$ cat src/rtl/fc_pkg.sv
// Shared types and helpers for the fully-connected layer pipeline stages.
// Latency: none; this package holds only types, constants and functions.
// Backpressure: none.
package fc_pkg;

    // Sequencer phases. The ST_ prefix keeps the names distinct from the
    // SETTLE parameter of the sequencer.
    typedef enum logic [1:0] {
        ST_FILL   = 2'd0,
        ST_SETTLE = 2'd1,
        ST_OUT    = 2'd2
    } state_t;

    // Default layer geometry shared by neighbouring stages.
    localparam int FC_WIDTH = 8;
    localparam int FC_IN    = 128;
    localparam int ZW       = FC_WIDTH * 2 + $clog2(FC_IN);
    localparam int IDX_W    = $clog2(FC_IN);

    // Pointer width for an n-entry index that never collapses to 0 bits.
    function automatic int fc_ptr_w(input int n);
        return (n > 1) ? $clog2(n) : 1;
    endfunction

endpackage

$ cat src/rtl/fc_act_bank.sv
// IN x WIDTH activation register file with one write port, tail zero-fill and full parallel read.
// Latency: a write or zero-fill is visible on rdata one cycle after it is requested.
// Backpressure: none; the bank takes every command issued in a cycle.
module fc_act_bank #(
    parameter int WIDTH = 8,
    parameter int IN    = 128
) (
    input  logic                         clk,
    input  logic                         rst,
    input  logic                         we,
    input  logic [fc_pkg::fc_ptr_w(IN)-1:0] widx,
    input  logic [WIDTH-1:0]             wdata,
    input  logic                         zfill,
    output logic [IN-1:0][WIDTH-1:0]     rdata
);
    import fc_pkg::*;

    localparam int IW = fc_ptr_w(IN);

    logic [IN-1:0][WIDTH-1:0] mem_q;
    logic [IN-1:0][WIDTH-1:0] mem_d;

    // Zero-fill clears every entry above widx. A write at widx in the same
    // cycle takes precedence over the clear.
    always_comb begin
        mem_d = mem_q;
        for (int i = 0; i < IN; i++) begin
            if (zfill && (IW'(i) > widx)) begin
                mem_d[i] = '0;
            end
            if (we && (IW'(i) == widx)) begin
                mem_d[i] = wdata;
            end
        end
    end

    // Entry storage; reset clears the whole bank.
    always_ff @(posedge clk) begin
        if (rst) begin
            mem_q <= '0;
        end else begin
            mem_q <= mem_d;
        end
    end

    assign rdata = mem_q;

endmodule

$ cat src/rtl/fc_input_sequencer.sv
// Deserialises an activation stream into x, holds x for SETTLE cycles, then registers the layer result z.
// Latency: last beat accepted in cycle t gives r_valid in cycle t+SETTLE+1.
// Backpressure: s_ready is decoded from registered state only; r_valid/r_data hold until r_ready.
// Build option FC_SEQ_DOUBLE_BUF_EN adds a second bank so the next frame can
// fill while the current one settles or waits for the result to be accepted.
module fc_input_sequencer #(
    parameter int WIDTH  = 8,
    parameter int IN     = 128,
    parameter int SETTLE = 2,
    parameter int ZW     = WIDTH * 2 + $clog2(IN)
) (
    input  logic                     clk,
    input  logic                     rst,
    input  logic                     s_valid,
    output logic                     s_ready,
    input  logic [WIDTH-1:0]         s_data,
    input  logic                     s_last,
    output logic [IN-1:0][WIDTH-1:0] x,
    input  logic [ZW-1:0]            z,
    output logic                     r_valid,
    input  logic                     r_ready,
    output logic [ZW-1:0]            r_data,
    output logic                     frame_err
);
    import fc_pkg::*;

    localparam int             IW        = fc_ptr_w(IN);
    localparam int             CW        = fc_ptr_w(SETTLE);
    localparam logic [IW-1:0]  IDX_LAST  = IW'(IN - 1);
    localparam logic [CW-1:0]  CNT_INIT  = CW'(SETTLE - 1);

    state_t          state_q, state_d;
    logic [IW-1:0]   idx_q, idx_d;
    logic [CW-1:0]   cnt_q, cnt_d;
    logic            r_valid_q, r_valid_d;
    logic [ZW-1:0]   r_data_q, r_data_d;
    logic            frame_err_q, frame_err_d;

    logic            accept;
    logic            idx_max;
    logic            frame_end;
    logic            frame_short;
    logic            r_fire;
    logic            settle_done;

`ifdef FC_SEQ_DOUBLE_BUF_EN
    // act_sel: bank shown on x. done: the background bank holds a complete
    // frame that is waiting for the current result to be accepted.
    logic            act_sel_q, act_sel_d;
    logic            done_q, done_d;
    logic            fill_sel;
    logic [1:0]      bank_we;
    logic [1:0]      bank_zf;
    logic [IN-1:0][WIDTH-1:0] bank_rd [2];
`else
    logic            bank_we;
    logic            bank_zf;
    logic [IN-1:0][WIDTH-1:0] bank_rd;
`endif

    // Handshake and frame-boundary decode; s_ready depends on registered state only.
    always_comb begin
`ifdef FC_SEQ_DOUBLE_BUF_EN
        s_ready  = (state_q == ST_FILL) || !done_q;
        fill_sel = (state_q == ST_FILL) ? act_sel_q : ~act_sel_q;
`else
        s_ready  = (state_q == ST_FILL);
`endif
        accept      = s_valid && s_ready;
        idx_max     = (idx_q == IDX_LAST);
        frame_end   = accept && (idx_max || s_last);
        frame_short = accept && s_last && !idx_max;
        r_fire      = r_valid_q && r_ready;
        settle_done = (state_q == ST_SETTLE) && (cnt_q == '0);
`ifdef FC_SEQ_DOUBLE_BUF_EN
        bank_we = 2'b00;
        bank_zf = 2'b00;
        bank_we[fill_sel] = accept;
        bank_zf[fill_sel] = frame_short;
`else
        bank_we = accept;
        bank_zf = frame_short;
`endif
    end

    // FSM state register.
    always_ff @(posedge clk) begin
        if (rst) begin
            state_q <= ST_FILL;
        end else begin
            state_q <= state_d;
        end
    end

    // FSM next-state: fill until the frame closes, settle, then offer the result.
    always_comb begin
        state_d = state_q;
        case (state_q)
            ST_FILL: begin
                if (frame_end) begin
                    state_d = ST_SETTLE;
                end
            end
            ST_SETTLE: begin
                if (cnt_q == '0) begin
                    state_d = ST_OUT;
                end
            end
            ST_OUT: begin
                if (r_fire) begin
`ifdef FC_SEQ_DOUBLE_BUF_EN
                    // A frame completed in the background skips FILL entirely.
                    state_d = (done_q || frame_end) ? ST_SETTLE : ST_FILL;
`else
                    state_d = ST_FILL;
`endif
                end
            end
            default: state_d = ST_FILL;
        endcase
    end

    // Datapath next-state: write index, settle counter, result register, error pulse.
    always_comb begin
        idx_d = idx_q;
        if (frame_end) begin
            idx_d = '0;
        end else if (accept) begin
            idx_d = idx_q + 1'b1;
        end

        cnt_d = cnt_q;
        if ((state_q != ST_SETTLE) && (state_d == ST_SETTLE)) begin
            cnt_d = CNT_INIT;
        end else if ((state_q == ST_SETTLE) && (cnt_q != '0)) begin
            cnt_d = cnt_q - 1'b1;
        end

        r_valid_d = r_valid_q;
        r_data_d  = r_data_q;
        if (settle_done) begin
            r_valid_d = 1'b1;
            r_data_d  = z;
        end else if (r_fire) begin
            r_valid_d = 1'b0;
        end

        // Both short and over-long frames are flagged; the frame still closes.
        frame_err_d = accept && (idx_max != s_last);

`ifdef FC_SEQ_DOUBLE_BUF_EN
        done_d = done_q;
        if ((state_q != ST_FILL) && frame_end) begin
            done_d = 1'b1;
        end
        if (r_fire) begin
            done_d = 1'b0;
        end
        // After a result is accepted the background bank always becomes the
        // visible one, whether it is complete (swap into SETTLE) or partial.
        act_sel_d = r_fire ? ~act_sel_q : act_sel_q;
`endif
    end

    // Datapath registers.
    always_ff @(posedge clk) begin
        if (rst) begin
            idx_q       <= '0;
            cnt_q       <= '0;
            r_valid_q   <= 1'b0;
            r_data_q    <= '0;
            frame_err_q <= 1'b0;
`ifdef FC_SEQ_DOUBLE_BUF_EN
            act_sel_q   <= 1'b0;
            done_q      <= 1'b0;
`endif
        end else begin
            idx_q       <= idx_d;
            cnt_q       <= cnt_d;
            r_valid_q   <= r_valid_d;
            r_data_q    <= r_data_d;
            frame_err_q <= frame_err_d;
`ifdef FC_SEQ_DOUBLE_BUF_EN
            act_sel_q   <= act_sel_d;
            done_q      <= done_d;
`endif
        end
    end

`ifdef FC_SEQ_DOUBLE_BUF_EN
    for (genvar b = 0; b < 2; b++) begin : g_bank
        fc_act_bank #(
            .WIDTH (WIDTH),
            .IN    (IN)
        ) u_bank (
            .clk   (clk),
            .rst   (rst),
            .we    (bank_we[b]),
            .widx  (idx_q),
            .wdata (s_data),
            .zfill (bank_zf[b]),
            .rdata (bank_rd[b])
        );
    end

    assign x = act_sel_q ? bank_rd[1] : bank_rd[0];
`else
    fc_act_bank #(
        .WIDTH (WIDTH),
        .IN    (IN)
    ) u_bank (
        .clk   (clk),
        .rst   (rst),
        .we    (bank_we),
        .widx  (idx_q),
        .wdata (s_data),
        .zfill (bank_zf),
        .rdata (bank_rd)
    );

    assign x = bank_rd;
`endif

    assign r_valid   = r_valid_q;
    assign r_data    = r_data_q;
    assign frame_err = frame_err_q;

endmodule

$ cat config.mk
export PLATFORM = sky130hd
export DESIGN_NAME = fc_input_sequencer
export DESIGN_NICKNAME = d
export VERILOG_FILES = /design/src/rtl/fc_pkg.sv /design/src/rtl/fc_act_bank.sv /design/src/rtl/fc_input_sequencer.sv
export SDC_FILE = /design/constraint.sdc
export NUM_CORES = 2
export LEC_CHECK = 0
export BUFFER_PORTS_ARGS = -buffer_cell sky130_fd_sc_hd__buf_2
export CORE_AREA = 4 4 421 423
export CTS_BUF_LIST = sky130_fd_sc_hd__clkbuf_4 sky130_fd_sc_hd__clkbuf_8
export DETAILED_ROUTE_END_ITERATION = 10
export DIE_AREA = 0 0 425 427
export RECOVER_POWER = 100
export SLEW_MARGIN = 20
export SYNTH_ARGS = -nofsm -noshare
export SYNTH_HDL_FRONTEND = slang
export SYNTH_HIERARCHICAL = 1
export SYNTH_SLANG_ARGS = --single-unit
$ cat constraint.sdc
create_clock -name clk -period 2.9 [get_ports clk]
set_input_delay 0 -clock clk [delete_from_list [all_inputs] [get_ports clk]]
set_output_delay 0 -clock clk [all_outputs]
set_load 0.02 [all_outputs]
After elaboration in Yosys (flattened, before gate mapping). Cells that the tools add are included.

Register bits after elaboration: 1059. Logic and storage cells: 1062. Output and inout port bits: 1050.

$add $sub $neg: 2. Muxes and demuxes: 264. Order comparisons: 128. Reduce and logical (&&, ||, !) cells: 400. Equal/unequal tests: 133. Bitwise operators: 1.

Operators with widths (number): $mux W8 (256); $eq A7 B7 Y1 const A (64); $gt A7 B7 Y1 const A (64); $logic_and A1 B1 Y1 (265); $reduce_bool A2 Y1 (130); $eq A6 B7 Y1 const A (32); $gt A6 B7 Y1 const A (32); $eq A5 B7 Y1 const A (16); $gt A5 B7 Y1 const A (16); $eq A4 B7 Y1 const A (8); $gt A4 B7 Y1 const A (8); $eq A3 B7 Y1 const A (4); $gt A3 B7 Y1 const A (4); $eq A2 B7 Y1 const A (2); $gt A1 B7 Y1 const A (2); $gt A2 B7 Y1 const A (2); $add A7 B1 Y7 const B (1); $eq A1 B7 Y1 const A (1); $eq A7 B7 Y1 const B (1); $logic_not A7 Y1 (1); $mux W2 (3); $pmux W2 S3 (1); $eq A2 B1 Y1 const B (2); $mux W1 (4); other kinds (9) (9).

Depth between registers and ports, before layout.
Depth after elaboration: 8. Gate-level depth with buffers: 11. Mapped depth without buffers: 7.

By module. The synthesis kept the hierarchy.

By module, submodules not included: fc_act_bank (cells each 3658, instances 1, area an instance 37198.2 um^2); fc_input_sequencer (cells each 165, instances 1, area an instance 1332.5 um^2).

Worst setup path after synthesis. OpenSTA, ideal clock, no wires.

Path kind: reg2reg. Start: register state_q[0]. End: register u_bank.mem_q (netlist bit u_bank/rdata[136]). Arrival: 2.748 ns. Library setup time: 0.124 ns. Buffers on the path: 3. Period minus slack after synthesis: 2.872 ns. Data required time: 2.776 ns. Cell stages (with the launch flop): 10. Setup slack: 0.028 ns. Cells stage by stage: dfxtp_1 -> or3b_1 -> buf_2 -> a311oi_1 -> clkbuf_1 -> or3b_2 -> buf_2 -> o21ai_0 -> a21oi_1 -> o2bb2ai_1.

Word-level cells in the longest chain between the ends: 6. Elaborated cells between the ends (all ways): 8.

Ends and longest elaborated chain: from (decl) (RTL line fc_input_sequencer.sv:32) `state_t state_q, state_d;`; from (signal assigned) (RTL line fc_input_sequencer.sv:91) `state_q <= state_d;`; $logic_not A2 Y1 (RTL line fc_input_sequencer.sv:67) `s_ready = (state_q == ST_FILL);`; $logic_and A1 B1 Y1 (RTL line fc_input_sequencer.sv:69) `accept = s_valid && s_ready;`; $logic_and A1 B1 Y1 (2 in a row) (RTL line fc_input_sequencer.sv:72) `frame_short = accept && s_last && !idx_max;`; net bank_zf (RTL line fc_input_sequencer.sv:57) `logic bank_zf;`; $logic_and A1 B1 Y1 (RTL line fc_act_bank.sv:28) `if (zfill && (IW'(i) > widx)) begin`; $reduce_bool A2 Y1 (no source line); to (signal assigned) (RTL line fc_act_bank.sv:42) `mem_q <= mem_d;`; to (decl) (RTL line fc_act_bank.sv:20) `logic [IN-1:0][WIDTH-1:0] mem_q;`.

The timed path passes the listed nets, and every way through them passes these cells. A chain may end at the register's enable or synchronous reset.

Worst setup path after layout.
Start: input port s_valid. End: register u_bank.mem_q (netlist bit u_bank/rdata[840]).

Word-level cells in the longest chain between the ends: 5. Elaborated cells between the ends (all ways): 7.

Ends and longest elaborated chain: from (decl) (RTL line fc_input_sequencer.sv:14) `input logic s_valid,`; $logic_and A1 B1 Y1 (*) (RTL line fc_input_sequencer.sv:69); net accept (RTL line fc_input_sequencer.sv:39) `logic accept;`; $logic_and A1 B1 Y1 (2 in a row) (RTL line fc_input_sequencer.sv:72); $logic_and A1 B1 Y1 (RTL line fc_act_bank.sv:28); $reduce_bool A2 Y1 (no source line).

Mark *: on every way through the listed nets, which the timed path passes. The rest lies on a longest branch.

==> out/qor.log <==
[sta] period utilisation layout 1.002
[die] Initial Utilization 0.2222
[clock_network] number of buffers added by the clock tree synthesis step 179
[critical_path] crit path max fanout 33
[die] Die Height 427 um
[drt] residual antenna-violating net count after detailed routing 0
[sta] final setup violation count 2
[critical_path] Worst Setup End Kind flip-flop
[cells_and_area] Synth-to-Final Area Change 34.62%
[critical_path] crit path from s_valid
[clock_network] clk sink count 1059
[critical_path] Worst EP arrival 3660 ps
[die] die area 0.1815 sq mm
[drt] Initial DRC Count 3844
[critical_path] origin of the critical flop-to-flop path state_q[0]
[logic_synthesis] flops & latches, synth 1059
[logic_synthesis] Seq/Total Area, Yosys 0.5502
[critical_path] worst endpoint required time 3660 ps
[cells_and_area] layout net count 5182
[drt] routed length per placed instance 28.50 um
[logic_synthesis] Synthesis Warnings 6
[cells_and_area] non-filler cells in the finished layout 7621
[placed_design] number of instances in the placed design 7218
[logic_synthesis] dominant synthesized flop cell dfxtp_1
[logic_synthesis] largest area contributor in the synthesized netlist dfxtp_1
[cells_and_area] share of post-route cells with drive strength above 1 0.1603
[pwr] standby leakage power 18.15 nW
[sta] timing-limited maximum frequency 344.3 MHz
[logic_synthesis] top cells by area, synth dfxtp_1 55%, a22o_1 11%, a22oi_1 4.5%
[placed_design] final estimated routing congestion in global placement 0.9251
[global_route] first-pass GRT wire length 292900 um
[placed_design] detailed placer's ending HPWL 160400 um
[worst_hold_path] Min-Delay Path Class in2reg
[placed_design] total of buffers placed on input and output ports 1085
[clock_network] Clock transition at path regs 70 ps
[outcome] violations in the final reports setup timing
[sta] min cycle time layout 2905 ps
[pwr] total power of the final layout 32.18 mW
[drt] TritonRoute pass-1 iters 6
[sta] Final Max Tran Viols 0
[global_route] global routing usage summed across all routing layers 0.2250
[critical_path] capturing element of the worst setup path u_bank/rdata[840]
[clock_network] number of buffers between clock root and the deepest sink 3
[sta] RSZ-0062 raised after global routing false
[die] core region area 0.1734 sq mm
[global_route] via count of the first global-routing pass 37020
[critical_path] reg2reg path depth 9
[logic_synthesis] net count after synthesis 3861
[sta] slew margin rel. 0.2078
[die] horizontal die dimension 425 um
[clock_network] htree depth 4
[outcome] result of the run finished with violations
[cells_and_area] Finished Core Util 0.2991
[sta] setup total negative slack -6.745 ps
[drt] vias per std cell 5.111
[pwr] peak supply drop 0.4351 mV
[sta] slew at the pin closest to its max-slew limit 1182 ps
[sta] setup skew after layout 74.80 ps
[sta] Hold Violations, Final 0
[drt] Post-Route WL 217200 um
[drt] drt drc 0
[pwr] total power divided by cell area 620.4 mW/mm^2
[drt] total vias in the final route 38950
[sta] Worst Setup Slack, final -4.562 ps
[clock_network] number of buffers added for setup after CTS 0
[clock_network] insertion delay to the later sink of the worst-skew pair 960 ps
[worst_hold_path] startpoint of the tightest hold check path s_data[6]
[logic_synthesis] count of flip-flops with a built-in enable after synthesis 0
[critical_path] critical setup path kind in2reg
[logic_synthesis] Yosys top cell area share 0.5502
[clock_network] TritonCTS clock tree done
[logic_synthesis] synthesized instance count 3823
[die] Placement Rows 153
[placed_design] worst slack at placement -122.4 ps
[global_route] final global-route overflow total 0
[logic_synthesis] post-synthesis instance area 0.03853 sq mm
[job] max-capacitance violation count 0
[critical_path] r2r endpoint u_bank/rdata[840]
[global_route] initial antenna violation count 7
[clock_network] master cell of the clock root buffer clkbuf_8
[logic_synthesis] Post-synth ARST share 0
[die] Ports 1086
[logic_synthesis] Avg Inst Size Synth 10.08 sq um
[critical_path] crit path launch type primary input
[logic_synthesis] number of distinct standard cells referenced by the synthesized netlist 99
[critical_path] FF-to-FF setup slack 40 ps
[global_route] pin count of the biggest net entering global routing 191
-- metrics by stage --
| stage | hold slack [ps] | cell area, sq um |
|---|---|---|
| floorplan | 136.0 | 38530 |
| global placement | 241.4 | 48550 |
| detailed placement | 249.5 | 48590 |
| CTS | 25.86 | 53480 |
| global route | 103.9 | 51870 |
| finish | 157.5 | 51870 |
-- worst min path at each step --
stage | end | depth (start not counted)
3_5_place_dp | r_data[20] | 3
4_1_cts | u_bank/rdata[670] | 4
6_report | u_bank/rdata[670] | 4
2_1_floorplan | r_data[0] | 2
3_3_place_gp | r_data[17] | 3
5_1_grt | u_bank/rdata[670] | 4
-- cells by family (layout without fill, tap and decap cells) --
kind of cell,Yosys count,after routing,synth area share
XOR/XNOR,1,1,0.0002274
AND/OR/NAND/NOR,1083,1083,0.1447
other,0,5,0
AO/OA/AOI/OAI,1329,1329,0.2649
adder cells (fa/ha/maj),2,2,0.0006494
multiplexers,2,2,0.0005520
buffers and inverters,347,1815,0.03877
flip-flops,1059,1059,0.5502
-- synth_stat cells (all sizes together), types with 35 or more instances --
cell type and n:
a21oi 256, a22o 471, a22oi 231, a31o 35
buf 112, clkbuf 219, dfxtp 1059, nand2 263
nand3 267, nor2 333, nor3 51, o21ai 100
o2bb2ai 48
-- registers in the layout (all words and copies together), names as in the netlist --
register / count
u_bank/rdata: 1024
r_data: 23
idx_q: 7
state_q: 2
cnt_q: 1
frame_err: 1
r_valid: 1
-- where the power goes --
| part | internal (mW) | switching (mW) | total (mW) | leakage, nW |
|---|---|---|---|---|
| combinational | 0.504 | 1.65 | 2.15 | 7.40 |
| sequential | 14.6 | 0.0210 | 14.6 | 8.53 |
| clock | 8.73 | 6.71 | 15.4 | 2.21 |
-- worst max-delay path, stage by stage --
cell and delay [ps]:
dlygate4sd3_1 550, dlygate4sd3_1 620, buf_2 160, or3b_1 420, buf_4 200, inv_2 90, buf_12 210, nand2b_1 360
a21boi_0 170, o21ai_0 420, buf_4 300, a311oi_1 120
-- cell type report --
class / instances / area (sq um)
clock inverter: 56 / 735.7
timing repair buffer: 1471 / 7505
tap: 2325 / 2909
antenna: 5 / 12.51
multi-input combinational: 2417 / 15940
sequential: 1059 / 21220
fill: 18620 / 121600
inverter: 16 / 60.06
clock buffer: 272 / 3487
-- cells in the final DEF (no fill, tap or decap), types with 21 or more instances in the layout --
cell / instances
dfxtp_1: 1053
clkbuf_1: 1071
buf_2: 27
nor3_1: 21
o2bb2ai_1: 48
a31o_2: 33
o211ai_1: 22
clkbuf_2: 38
dlygate4sd3_1: 67
buf_12: 36
nand3_1: 264
a22oi_1: 231
o21ai_0: 88
a22o_1: 471
a21oi_1: 251
clkbuf_4: 47
nor2_1: 319
clkbuf_8: 231
buf_4: 222
nor3_2: 27
nand2_1: 261
clkinv_2: 26
-- metal layers --
metal / track usage / wire, um / vias to the layer above
met3: 0.05903 / 17790 / 560
met2: 0.3709 / 101100 / 2202
met4: 0.1249 / 14410 / 2
met1: 0.2660 / 83820 / 19190
li1: - / - / 16990
met5: 0 / 7 / -
-- what timing repair did --
item                                    in CTS  in global routing
endpoints found under the hold margin      966                  0
pin swaps                                    0                  1
cloned                                       0                  0
hold buffers                                67                  0
endpoints found under the setup margin       8                 27
resized for setup                            1                  6
Note: power is estimated with default switching activity, not from simulation.
